==> src/rtl/mult_div_seq.sv <==
// Multicycle MULT/DIV sequencer owning the HI/LO registers.
// Signed radix-2 Booth multiply and signed restoring divide, one step per clock.
module mult_div_seq #(
    parameter int unsigned WIDTH = 32,
    parameter int unsigned CNT_W = 6
) (
    input  logic             clk,
    input  logic             reset,
    input  logic             start,
    input  logic             op,
    input  logic [WIDTH-1:0] src_a,
    input  logic [WIDTH-1:0] src_b,
    output logic             busy,
    output logic             done,
    output logic             div_zero,
    output logic [WIDTH-1:0] hi,
    output logic [WIDTH-1:0] lo
);

    typedef enum logic [2:0] {
        StIdle,
        StMult,
        StDiv,
        StFix,
        StDone
    } state_e;

    state_e state_q, state_d;

    logic [CNT_W-1:0] cnt_q;
    logic             last_step;

    // Booth datapath: {A, Q, q-1}; A is kept one bit wider during the add so
    // that the most negative multiplicand cannot overflow before the shift.
    logic [WIDTH-1:0] mcand_q;
    logic [2*WIDTH:0] prod_q, prod_step;
    logic [WIDTH:0]   a_ext, m_ext, booth_sum;

    // Restoring divider on magnitudes; quo_q shifts the dividend out as the
    // quotient bits shift in.
    logic [WIDTH-1:0] rem_q, quo_q, dvs_q;
    logic [WIDTH:0]   rem_shift;
    logic [WIDTH-1:0] rem_diff, rem_step, quo_step;
    logic [WIDTH-1:0] abs_a, abs_b;
    logic             neg_q, neg_r, dz_q;

    assign last_step = (cnt_q == CNT_W'(WIDTH - 1));
    assign abs_a     = src_a[WIDTH-1] ? -src_a : src_a;
    assign abs_b     = src_b[WIDTH-1] ? -src_b : src_b;

    // One Booth step: add/sub on the upper half, then arithmetic shift right.
    always_comb begin
        a_ext = {prod_q[2*WIDTH], prod_q[2*WIDTH:WIDTH+1]};
        m_ext = {mcand_q[WIDTH-1], mcand_q};
        case (prod_q[1:0])
            2'b01:   booth_sum = a_ext + m_ext;
            2'b10:   booth_sum = a_ext - m_ext;
            default: booth_sum = a_ext;
        endcase
        prod_step = {booth_sum, prod_q[WIDTH:1]};
    end

    // One restoring-division step producing one quotient bit.
    always_comb begin
        rem_shift = {rem_q, quo_q[WIDTH-1]};
        rem_diff  = rem_shift[WIDTH-1:0] - dvs_q;
        if (rem_shift >= {1'b0, dvs_q}) begin
            rem_step = rem_diff;
            quo_step = {quo_q[WIDTH-2:0], 1'b1};
        end else begin
            rem_step = rem_shift[WIDTH-1:0];
            quo_step = {quo_q[WIDTH-2:0], 1'b0};
        end
    end

    // State register.
    always_ff @(posedge clk) begin
        if (reset) begin
            state_q <= StIdle;
        end else begin
            state_q <= state_d;
        end
    end

    // Next-state decode and status outputs.
    always_comb begin
        state_d  = state_q;
        busy     = 1'b0;
        done     = 1'b0;
        div_zero = 1'b0;
        case (state_q)
            StIdle: begin
                if (start) begin
                    if (!op) begin
                        state_d = StMult;
                    end else if (src_b == '0) begin
                        state_d = StDone;
                    end else begin
                        state_d = StDiv;
                    end
                end
            end
            StMult: begin
                busy = 1'b1;
                if (last_step) state_d = StDone;
            end
            StDiv: begin
                busy = 1'b1;
                if (last_step) state_d = StFix;
            end
            StFix: begin
                busy    = 1'b1;
                state_d = StDone;
            end
            StDone: begin
                done     = 1'b1;
                div_zero = dz_q;
                state_d  = StIdle;
            end
            default: state_d = StIdle;
        endcase
    end

    // Operand capture, iteration datapath and HI/LO update.
    always_ff @(posedge clk) begin
        if (reset) begin
            cnt_q   <= '0;
            mcand_q <= '0;
            prod_q  <= '0;
            rem_q   <= '0;
            quo_q   <= '0;
            dvs_q   <= '0;
            neg_q   <= 1'b0;
            neg_r   <= 1'b0;
            dz_q    <= 1'b0;
            hi      <= '0;
            lo      <= '0;
        end else begin
            case (state_q)
                StIdle: begin
                    cnt_q <= '0;
                    dz_q  <= 1'b0;
                    if (start) begin
                        if (!op) begin
                            mcand_q <= src_a;
                            prod_q  <= {{WIDTH{1'b0}}, src_b, 1'b0};
                        end else if (src_b == '0) begin
                            dz_q <= 1'b1;
                        end else begin
                            rem_q <= '0;
                            quo_q <= abs_a;
                            dvs_q <= abs_b;
                            neg_q <= src_a[WIDTH-1] ^ src_b[WIDTH-1];
                            neg_r <= src_a[WIDTH-1];
                        end
                    end
                end
                StMult: begin
                    prod_q <= prod_step;
                    cnt_q  <= cnt_q + CNT_W'(1);
                    if (last_step) begin
                        hi <= prod_step[2*WIDTH:WIDTH+1];
                        lo <= prod_step[WIDTH:1];
                    end
                end
                StDiv: begin
                    rem_q <= rem_step;
                    quo_q <= quo_step;
                    cnt_q <= cnt_q + CNT_W'(1);
                end
                StFix: begin
                    // Quotient truncates toward zero; remainder follows the dividend.
                    lo <= neg_q ? -quo_q : quo_q;
                    hi <= neg_r ? -rem_q : rem_q;
                end
                default: ;
            endcase
        end
    end

endmodule

==> config.mk <==
export PLATFORM = sky130hd
export DESIGN_NAME = mult_div_seq
export DESIGN_NICKNAME = d
export VERILOG_FILES = /design/src/rtl/mult_div_seq.sv
export SDC_FILE = /design/constraint.sdc
export NUM_CORES = 1
export LEC_CHECK = 0
export CELL_PAD_IN_SITES_DETAIL_PLACEMENT = 0
export CELL_PAD_IN_SITES_GLOBAL_PLACEMENT = 1
export CORE_MARGIN = 3
export CORE_UTILIZATION = 40
export CTS_CLUSTER_SIZE = 8
export DETAILED_ROUTE_END_ITERATION = 12
export HOLD_SLACK_MARGIN = 0.03
export PLACE_DENSITY = 0.78
export SYNTH_ARGS = -nofsm -noshare
export SYNTH_HDL_FRONTEND = slang
export SYNTH_SLANG_ARGS = --single-unit
==> constraint.sdc <==
create_clock -name clk -period 3.7 [get_ports clk]
set_input_delay 0.74 -clock clk [delete_from_list [all_inputs] [get_ports clk]]
set_output_delay 0.74 -clock clk [all_outputs]
set_load 0.02 [all_outputs]
==> flow_summary.toml, run 1 <==
[logic_synthesis]
ys_seq_elements = 269
yosysWarnings = 0
ys_types = 78
synth_edf_count = 0
seq_area_frac_synth_pct = 30.5
syn-mean-instance-area_um2 = 7.60
synth_ff_type = "dfxtp_1"
synthArstFlopShare_pct = 0
syn_area_um2 = 17700
syn_inst = 2325
synth.net_count = 2466

[global_routing]
grt_max_degree = 106
antenna_found_initial = 1
grt_overflow = 0
grt_pass1_vias = 16936
gr-usage-all-layers_pct = 25.2
grt_pass1_wl_um = 95600

[die]
pin_count = 135
initial_utilization_pct = 40.7
die_x_um = 216
dieHeight_um = 216
core_um2 = 43400
die_area_um2 = 46700
row_count = 76

[cells_and_area]
seq_area_um2 = 5390
layout-drive-gt1-share_pct = 16.6
layout_commonest_cell = "nand2_1"
diodes = 0
fin_nets = 2748
nFillCells = 4191
utilization_pct = 52.6
multi_input_area_um2 = 12000
syn2layout_area_growth_pct = 29.1
final_cell_mix = "300 x nand2_1, 282 x nor2_1, 266 x dfxtp_1, 250 x buf_4, 166 x a21oi_1"

[sta]
fin_crit_sh_pct = 102
fin_setup_tns_ns = -0.241
hold_violations = 0
tightest_slew_ns = 1.10
finalCriticalPeriod_ns = 3.77
max_clock_freq_ghz = 0.265
maxSlewHeadroom_pct = 26.4
maxSlewViolCount = 0
rsz0062_at_grt = "true"
setup_slack_ns = -0.0717
finClkSkew_ns = 0.0215
setup_viol = 6

[routing]
post_drt_via_cell_ratio = 5.66
drc = 0
ant_nets = 0
routed-via-count = 18081
finalWirelength_um = 61100
avgRoutedWirePerCell_um = 19.1
first_pass_iters = 5
drt_iter0_drc = 1471

[setup_path]
worstSetupStartpointType = "flip-flop"
crit_type = "flip-flop to flip-flop"
cp_max_fo = 3
cp_data_required_time_ns = 4.14
arrival_ns = 4.21
critPathCaptureType = "flip-flop"

[placed_design]
io_buffer_count = 134
hpwl_um = 46200
routabilityCongestion = 0.927

[clock_network]
clkSinkCount = 269
clk_pin_slew_worst_paths_ns = 0.05
cts_root_buf = "clkbuf_16"
cts_tree = "built"
cts_max_level = 2
numCtsBuffers = 39
cts_max_path_buffers = 3
clk_latency_ns = 0.55
cts_hold_buf = 0

[status]
status = "complete, but fails checks"
violations = "negative setup slack"

[power_and_ir_drop]
power_density_nw_per_um2 = 439
vdd_drop_max_mv = 0.318
finalPower_mw = 10.0
power_leakage_nw = 9.11

[flow_run]
cap_violations = 0

[hold_path]
worstHoldPathType = "flip-flop to flip-flop"
registers in the layout, indices dropped and copies added (netlist names), 6 cells and up:
signal   flops
dvs_q       32
quo_q       32
prod_q      65
cnt_q        6
rem_q       32
lo          32
hi          32
mcand_q     32
kinds of logic (layout without fill, tap and decap cells):
group	after synthesis	after routing	share of synthesized area, %
adder cells (fa/ha/maj)	73	73	5.26
multiplexers	21	21	1.23
AO/OA/AOI/OAI	695	695	26.4
XOR/XNOR	201	201	9.97
AND/OR/NAND/NOR	841	841	21.8
buffers and inverters	225	509	4.91
flip-flops	269	269	30.5
critical path, stage by stage (launching register included):
cell and delay, ns:
dfxtp_1 0.31, nor3_2 0.16, buf_4 0.14, and3_4 0.19, and2_1 0.14, a21oi_1 0.08
xnor2_1 0.15, ha_1 0.33, buf_4 0.14, nand4_1 0.13, nor2_2 0.16, nand2_1 0.10
a211oi_2 0.26, buf_4 0.18, nor3_4 0.05, nor3b_2 0.23, o21a_2 0.25, mux2i_2 0.29
nor2_1 0.07, o41ai_1 0.30
cell type report:
type | count | area share, %
tap | 585 | 3.21
multi-input combinational | 1831 | 52.4
clock buffer | 43 | 4.58
inverter | 71 | 1.17
timing repair buffer | 395 | 15.0
sequential | 269 | 23.6
synth_stat cells (all sizes together) (4+ instances only):
| cell | count | share of area [%] |
|---|---|---|
| nand2 | 302 | 6.4 |
| nor2 | 285 | 6.1 |
| dfxtp | 269 | 30 |
| a21oi | 177 | 5.0 |
| clkbuf | 127 | 2.7 |
| o21ai | 120 | 3.4 |
| xnor2 | 114 | 5.7 |
| xor2 | 87 | 4.3 |
| a211oi | 82 | 3.5 |
| ha | 71 | 5.0 |
| inv | 71 | 1.5 |
| a311oi | 63 | 3.1 |
| nor3 | 52 | 1.6 |
| a21o | 50 | 2.1 |
| o31ai | 41 | 2.0 |
| nand3 | 38 | 1.1 |
| a22oi | 34 | 1.4 |
| buf | 27 | 0.70 |
| or4 | 25 | 1.2 |
| a31oi | 19 | 0.67 |
| nor4 | 19 | 0.74 |
| nor2b | 18 | 0.64 |
| o41ai | 17 | 0.89 |
| mux2i | 16 | 0.91 |
| nand2b | 16 | 0.57 |
| o22ai | 14 | 0.50 |
| or3 | 14 | 0.52 |
| and3 | 13 | 0.46 |
| and2 | 11 | 0.39 |
| nand4 | 11 | 0.39 |
| o21a | 9 | 0.38 |
| nand4b | 8 | 0.40 |
| nor3b | 8 | 0.34 |
| o211ai | 8 | 0.34 |
| o21bai | 8 | 0.34 |
| a21boi | 7 | 0.30 |
| a221oi | 7 | 0.35 |
| mux2 | 5 | 0.32 |
| nand3b | 5 | 0.21 |
| a211o | 4 | 0.20 |
| a2bb2oi | 4 | 0.20 |
| a31o | 4 | 0.20 |
| nor4b | 4 | 0.20 |
| o221ai | 4 | 0.20 |
| or2 | 4 | 0.14 |
report_power, final:
group / switching, mW / internal [mW] / leakage [nW] / total, mW
Combinational: 1.94 / 1.59 / 6.41 / 3.52
Sequential: 0.204 / 3.07 / 2.19 / 3.27
Clock: 1.26 / 1.95 / 0.514 / 3.22
Total: 3.40 / 6.61 / 9.11 / 10.0
what timing repair did:
item,in CTS,in global routing
endpoints found under the setup margin,22,43
pin swaps,44,48
buffers inserted,9,5
resized for setup,46,66
path summary, 6_finish.rpt:
| check | startpoint | slack [ns] | cells after the start | to |
|---|---|---|---|---|
| hold / removal | prod_q[0]$_SDFFE_PP0P_ | 0.47 | 2 | prod_q[0]$_SDFFE_PP0P_ |
| setup / recovery | mcand_q[2]$_SDFFE_PP0P_ | -0.07 | 19 | prod_q[63]$_SDFFE_PP0P_ |
| hold reg to reg | prod_q[0]$_SDFFE_PP0P_ | 0.47 | 2 | prod_q[0]$_SDFFE_PP0P_ |
| setup reg to reg | mcand_q[2]$_SDFFE_PP0P_ | -0.07 | 19 | prod_q[63]$_SDFFE_PP0P_ |
layer usage:
metal  track usage (%)  wire length [µm]  up-vias
li1                  -                 -     8920
met1              35.5             28800     8575
met2              40.6             27600      502
met3              3.35              3120       84
met4              7.44              1560        0
met5                 0                 0        -
stage by stage:
step | area, µm² | setup slack [ns] | cells | hold WS (ns)
final | 22800 | -0.0717 | 3194 | 0.466
after global routing | 22800 | -0.254 | 3194 | 0.479
after CTS | 22500 | -0.113 | 3190 | 0.466
after detailed placement | 21200 | -0.408 | 3139 | 0.460
after global placement | 21200 | -0.392 | 3139 | 0.456
after floorplan | 17700 | -0.00204 | 2325 | 0.448
Note: power is estimated with default switching activity, not from simulation.
==> inputs of run 2 (changes only) <==
GPL_ROUTABILITY_DRIVEN = 0   (was unset)
SETUP_SLACK_MARGIN = 0.4   (was unset)
==> flow_summary.toml, run 2 (same netlist as run 1, synthesis figures left out) <==
[status]
status = "complete, but fails checks"
violations = "negative setup slack"

[power_and_ir_drop]
vdd_drop_max_mv = 0.306
power_density_nw_per_um2 = 440
power_leakage_nw = 9.23
finalPower_mw = 10.2

[cells_and_area]
largest_register_ffs = 65
top_register = "prod_q"
fin_nets = 2742
syn2layout_area_growth_pct = 31.4
final_cell_mix = "295 x nand2_1, 274 x nor2_1, 262 x dfxtp_1, 234 x buf_4, 155 x a21oi_1"
design_area_um2 = 23200
layout_commonest_cell = "nand2_1"
layout-drive-gt1-share_pct = 19.0

[clock_network]
clkSinkCount = 269
cts_max_level = 2
cts_max_path_buffers = 3
clk_pin_slew_worst_paths_ns = 0.05
clk_latency_ns = 0.55
cts_tree = "built"
numCtsBuffers = 40
cts_root_buf = "clkbuf_16"
cts_hold_buf = 0

[sta]
rsz0062_at_grt = "true"
max_clock_freq_ghz = 0.261
tightest_slew_ns = 1.08
setup_slack_ns = -0.133
maxSlewHeadroom_pct = 27.6
maxSlewViolCount = 0
hold_violations = 0
finalCriticalPeriod_ns = 3.83
setup_viol = 17
finClkSkew_ns = 0.0172
fin_crit_sh_pct = 104

[setup_path]
cp_max_fo = 4
worstSetupStartpointType = "flip-flop"
cp_num_buf_inv = 3
critPathCaptureType = "flip-flop"
cpMaxStageDelayCell = "or3b_4"
crit_type = "flip-flop to flip-flop"
cp_top_family = "simple AND/OR/NAND/NOR gates"
cp_slowest_stage_delay_ns = 0.38
worstPathCellList = "nor4_4 -> and3_4 -> and2_4 -> a21oi_2 -> xnor2_1 -> ha_1 -> a21o_1 -> a21o_1 -> a21o_1 -> or3b_4 -> nor3_4 -> buf_4 -> buf_6 -> nor2_2 -> xnor2_1 -> o21ai_1 -> buf_4 -> a221oi_2 -> nor2_1"
arrival_ns = 4.24
cp_data_required_time_ns = 4.11
cpMostUsedCell = "a21o_1"

[die]
die_area_um2 = 46700
die_x_um = 216
dieHeight_um = 216
pin_count = 135
initial_utilization_pct = 40.7
row_count = 76
core_um2 = 43400

[placed_design]
io_buffer_count = 134
hpwl_um = 45800
dpl_cell_area_um2 = 21100

[global_routing]
grt_overflow = 0
grt_max_degree = 70
antenna_found_initial = 5
grt_pass1_wl_um = 95700
gr-usage-all-layers_pct = 25.4
grt_pass1_vias = 17155

[routing]
drc = 0
drt_iter0_drc = 1515
finalWirelength_um = 62400
ant_nets = 0
routed-via-count = 18337
avgRoutedWirePerCell_um = 19.6
first_pass_iters = 5
post_drt_via_cell_ratio = 5.74

[hold_path]
worstHoldPathType = "flip-flop to flip-flop"

[flow_run]
cap_violations = 0
==> run 2: metal layers <==
metal,vias to the layer above,track usage (%),wire length (µm)
li1,8883,-,-
met1,8741,35.2,28600
met2,576,40.6,28100
met3,131,3.80,3650
met4,6,8.56,2040
met5,-,0,42
==> run 2: repair_timing <==
item                                    4_1_cts  5_1_grt
resized for setup                           105       90
buffers inserted                             17       13
endpoints found under the setup margin       59      120
cloned                                        0        2
pin swaps                                    46       61
==> run 2: tightest hold or removal path: stages, from the launching register on <==
cell and delay [ns]:
dfxtp_1 0.30, nand2_1 0.05, a21oi_1 0.05
==> run 2: layout make-up <==
type | instances | area [µm²]
clock inverter | 3 | 33.8
sequential | 269 | 5390
clock buffer | 43 | 1030
antenna | 2 | 5.00
timing repair buffer | 388 | 3410
tap | 585 | 732
fill | 4130 | 20200
inverter | 71 | 267
multi-input combinational | 1831 | 12300
==> run 2: final timing paths <==
path | start | to | slack (ns) | cells after the start
setup / recovery | mcand_q[6]$_SDFFE_PP0P_ | hi[20]$_SDFFE_PP0P_ | -0.13 | 19
hold / removal | lo[0]$_SDFFE_PP0P_ | lo[0]$_SDFFE_PP0P_ | 0.45 | 2
setup reg to reg | mcand_q[6]$_SDFFE_PP0P_ | hi[20]$_SDFFE_PP0P_ | -0.13 | 19
hold reg to reg | lo[0]$_SDFFE_PP0P_ | lo[0]$_SDFFE_PP0P_ | 0.45 | 2
==> run 2: stage by stage <==
| step | setup slack (ns) | hold slack, ns | setup TNS [ns] | instances | utilization, % |
|---|---|---|---|---|---|
| after floorplan | 0.0628 | 0.448 | 0 | 2325 | - |
| after CTS | -0.136 | 0.452 | -0.543 | 3175 | 52.2 |
| after global placement | -0.377 | 0.450 | -8.50 | 3112 | 48.6 |
| final | -0.133 | 0.453 | -0.946 | 3192 | 53.5 |
| after global routing | -0.348 | 0.490 | -4.86 | 3192 | 53.5 |
| after detailed placement | -0.397 | 0.446 | -11.42 | 3112 | 48.6 |
==> run 2: power breakdown <==
| part | leakage, nW | switching (mW) | total, mW | internal (mW) |
|---|---|---|---|---|
| combinational | 6.51 | 2.00 | 3.64 | 1.64 |
| clock | 0.524 | 1.35 | 3.30 | 1.95 |
| sequential | 2.19 | 0.210 | 3.28 | 3.07 |
==> inputs of run 3 (changes only) <==
TNS_END_PERCENT = 5   (was unset)
==> flow_summary.toml, run 3 (same netlist as run 1, synthesis figures left out) <==
[die]
dieHeight_um = 216
initial_utilization_pct = 40.7
row_count = 76
pin_count = 135
core_um2 = 43400
die_area_um2 = 46700
die_x_um = 216

[cells_and_area]
layout-drive-gt1-share_pct = 17.4
layout_commonest_cell = "nand2_1"
diodes = 0
instances_no_fill = 3182
final_cell_mix = "299 x nand2_1, 281 x nor2_1, 262 x dfxtp_1, 234 x buf_4, 159 x a21oi_1"
fin_nets = 2735
syn2layout_area_growth_pct = 29.7
largest_register_ffs = 65
top_register = "prod_q"

[placed_design]
hpwl_um = 45700
dp_cells = 3123
io_buffer_count = 134
pre_cts_ws_ns = -0.406

[routing]
routed-via-count = 18087
first_pass_iters = 5
drt-met1-wl_um = 28500
drc = 0
routed.top_layer = "met4"
wl_met3_um = 3130
ant_nets = 0
avgRoutedWirePerCell_um = 19.3
post_drt_via_cell_ratio = 5.68
drt_iter0_drc = 1485
wl_met2_um = 27700
finalWirelength_um = 61500

[setup_path]
cp_max_fo = 4
cpMostUsedCell = "a21o_1"
cp-endpoint = "hi[31]$_SDFFE_PP0P_"
cpMaxStageDelayCell = "dfxtp_2"
reg2reg_to = "hi[31]$_SDFFE_PP0P_"
arrival_ns = 4.21
reg2reg_slack_ns = -0.07
cp-startpoint = "mcand_q[3]$_SDFFE_PP0P_"
critPathCaptureType = "flip-flop"
worstSetupStartpointType = "flip-flop"
cp_slowest_stage_delay_ns = 0.33
reg2reg_depth = 20
timing.rr.start = "mcand_q[3]$_SDFFE_PP0P_"
cp_data_required_time_ns = 4.14
worstPathCellList = "nor3_4 -> buf_4 -> and3_4 -> and2_4 -> nand3b_1 -> nor4_1 -> nor2_1 -> xnor2_1 -> buf_4 -> ha_4 -> a21o_1 -> a21o_1 -> a21o_1 -> a31o_2 -> a31oi_4 -> nand2_1 -> o221ai_2 -> xnor2_2 -> nor4b_2 -> a211o_1"
crit_type = "flip-flop to flip-flop"

[sta]
setup_slack_ns = -0.0684
finClkSkew_ns = 0.0300
maxSlewHeadroom_pct = 15.1
fin_crit_sh_pct = 102
holdWs_ns = 0.478
finalCriticalPeriod_ns = 3.77
tightest_slew_ns = 1.27
hold_violations = 0
setup_viol = 9
rsz0062_at_grt = "true"
max_clock_freq_ghz = 0.265
maxSlewViolCount = 0

[power_and_ir_drop]
combPwrFrac_pct = 35.4
power_leakage_nw = 9.15
p_int_mw = 6.62
pwr-share-clk_pct = 32.1
seqPwrFrac_pct = 32.5
power_density_nw_per_um2 = 440
p_sw_share_pct = 34.4
p_switching_mw = 3.47
vdd_drop_max_mv = 0.292

[flow_run]
cap_violations = 0

[status]
status = "complete, but fails checks"
violations = "negative setup slack"

[clock_network]
clk_latency_ns = 0.55
cts_root_buf = "clkbuf_16"
cts_max_level = 2
clk_pin_slew_worst_paths_ns = 0.05
cts_tree = "built"
numCtsBuffers = 39
clkSinkCount = 269
cts_max_path_buffers = 3

[global_routing]
antenna_found_initial = 0
grt_max_degree = 106
grt_pass1_wl_um = 95600
gr-usage-all-layers_pct = 25.3
grt_overflow = 0
grt_pass1_vias = 17180

[hold_path]
worstHoldPathType = "flip-flop to flip-flop"
[run 3: cell types whose count changed in the layout (fill, tap and decap cells not counted), moves of 4 or more]
cell     change
buf_6        -5
ha_1         +4
nor3_2       -4
o21ai_0     +18
a21oi_1      +4
o21ai_1     -17
nor2_1       +7
nand2_1      +4
ha_4         -4
a21oi_2      -4
nor2_4       -5
[run 3: power groups by stage]
stage	clock [mW]	combinational, mW	sequential, mW
3_3_place_gp	0	3.22	3.32
3_5_place_dp	0	3.28	3.33
4_1_cts	3.29	3.47	3.28
2_1_floorplan	0	2.10	3.26
5_1_grt	3.39	3.89	3.30
6_report	3.23	3.57	3.28
[run 3: repair_timing]
| item | CTS | global route |
|---|---|---|
| endpoints found under the hold margin | 0 | 0 |
| setup buffers | 10 | 5 |
| hold buffers | 0 | 0 |
| cloned | 0 | 0 |
| endpoints found under the setup margin | 112 | 120 |
| resized for setup | 115 | 48 |
| pin swaps | 98 | 45 |
[run 3: worst max-delay path, delay by kind of cell (launching register included)]
| family | cells | cell delay, ns |
|---|---|---|
| fa+ha+maj | 1 | 0.16 |
| buf+inv | 2 | 0.31 |
| simple gates | 8 | 1.19 |
| xor+xnor | 2 | 0.34 |
| compound gates | 7 | 1.34 |
| flops | 1 | 0.33 |
[run 3: cell type report]
cell class	instances	area [µm²]
Clock buffer	44	1040
Fill cell	4173	20400
Inverter	71	267
Multi-Input combinational cell	1831	12100
Sequential cell	269	5400
Tap cell	585	732
Timing Repair Buffer	382	3340
[run 3: worst min path at each step]
stage / slack [ns] / startpoint / endpoint / cells after the start
after floorplan: 0.45 / prod_q[0]$_SDFFE_PP0P_ / prod_q[0]$_SDFFE_PP0P_ / 2
after global placement: 0.46 / prod_q[33]$_SDFFE_PP0P_ / prod_q[33]$_SDFFE_PP0P_ / 2
after detailed placement: 0.47 / lo[9]$_SDFFE_PP0P_ / lo[9]$_SDFFE_PP0P_ / 2
after CTS: 0.48 / prod_q[33]$_SDFFE_PP0P_ / prod_q[33]$_SDFFE_PP0P_ / 2
after global routing: 0.50 / mcand_q[27]$_SDFFE_PP0P_ / mcand_q[27]$_SDFFE_PP0P_ / 2
final: 0.48 / prod_q[33]$_SDFFE_PP0P_ / prod_q[33]$_SDFFE_PP0P_ / 2
[run 3: layer usage]
| metal | global-route usage (%) | up-vias |
|---|---|---|
| met3 | 3.48 | 117 |
| met5 | 0 | - |
| li1 | - | 8889 |
| met1 | 35.1 | 8580 |
| met2 | 40.4 | 501 |
| met4 | 9.10 | 0 |
[run 3: metrics by stage]
stage / area (µm²) / power [mW] / setup TNS [ns] / utilization (%)
floorplan: 17800 / 5.37 / 0 / -
global placement: 21100 / 6.54 / -11.49 / 48.7
detailed placement: 21100 / 6.60 / -16.34 / 48.7
CTS: 22700 / 10.0 / -0.301 / 52.4
global route: 22900 / 10.6 / -3.60 / 52.8
finish: 22900 / 10.1 / -0.405 / 52.8
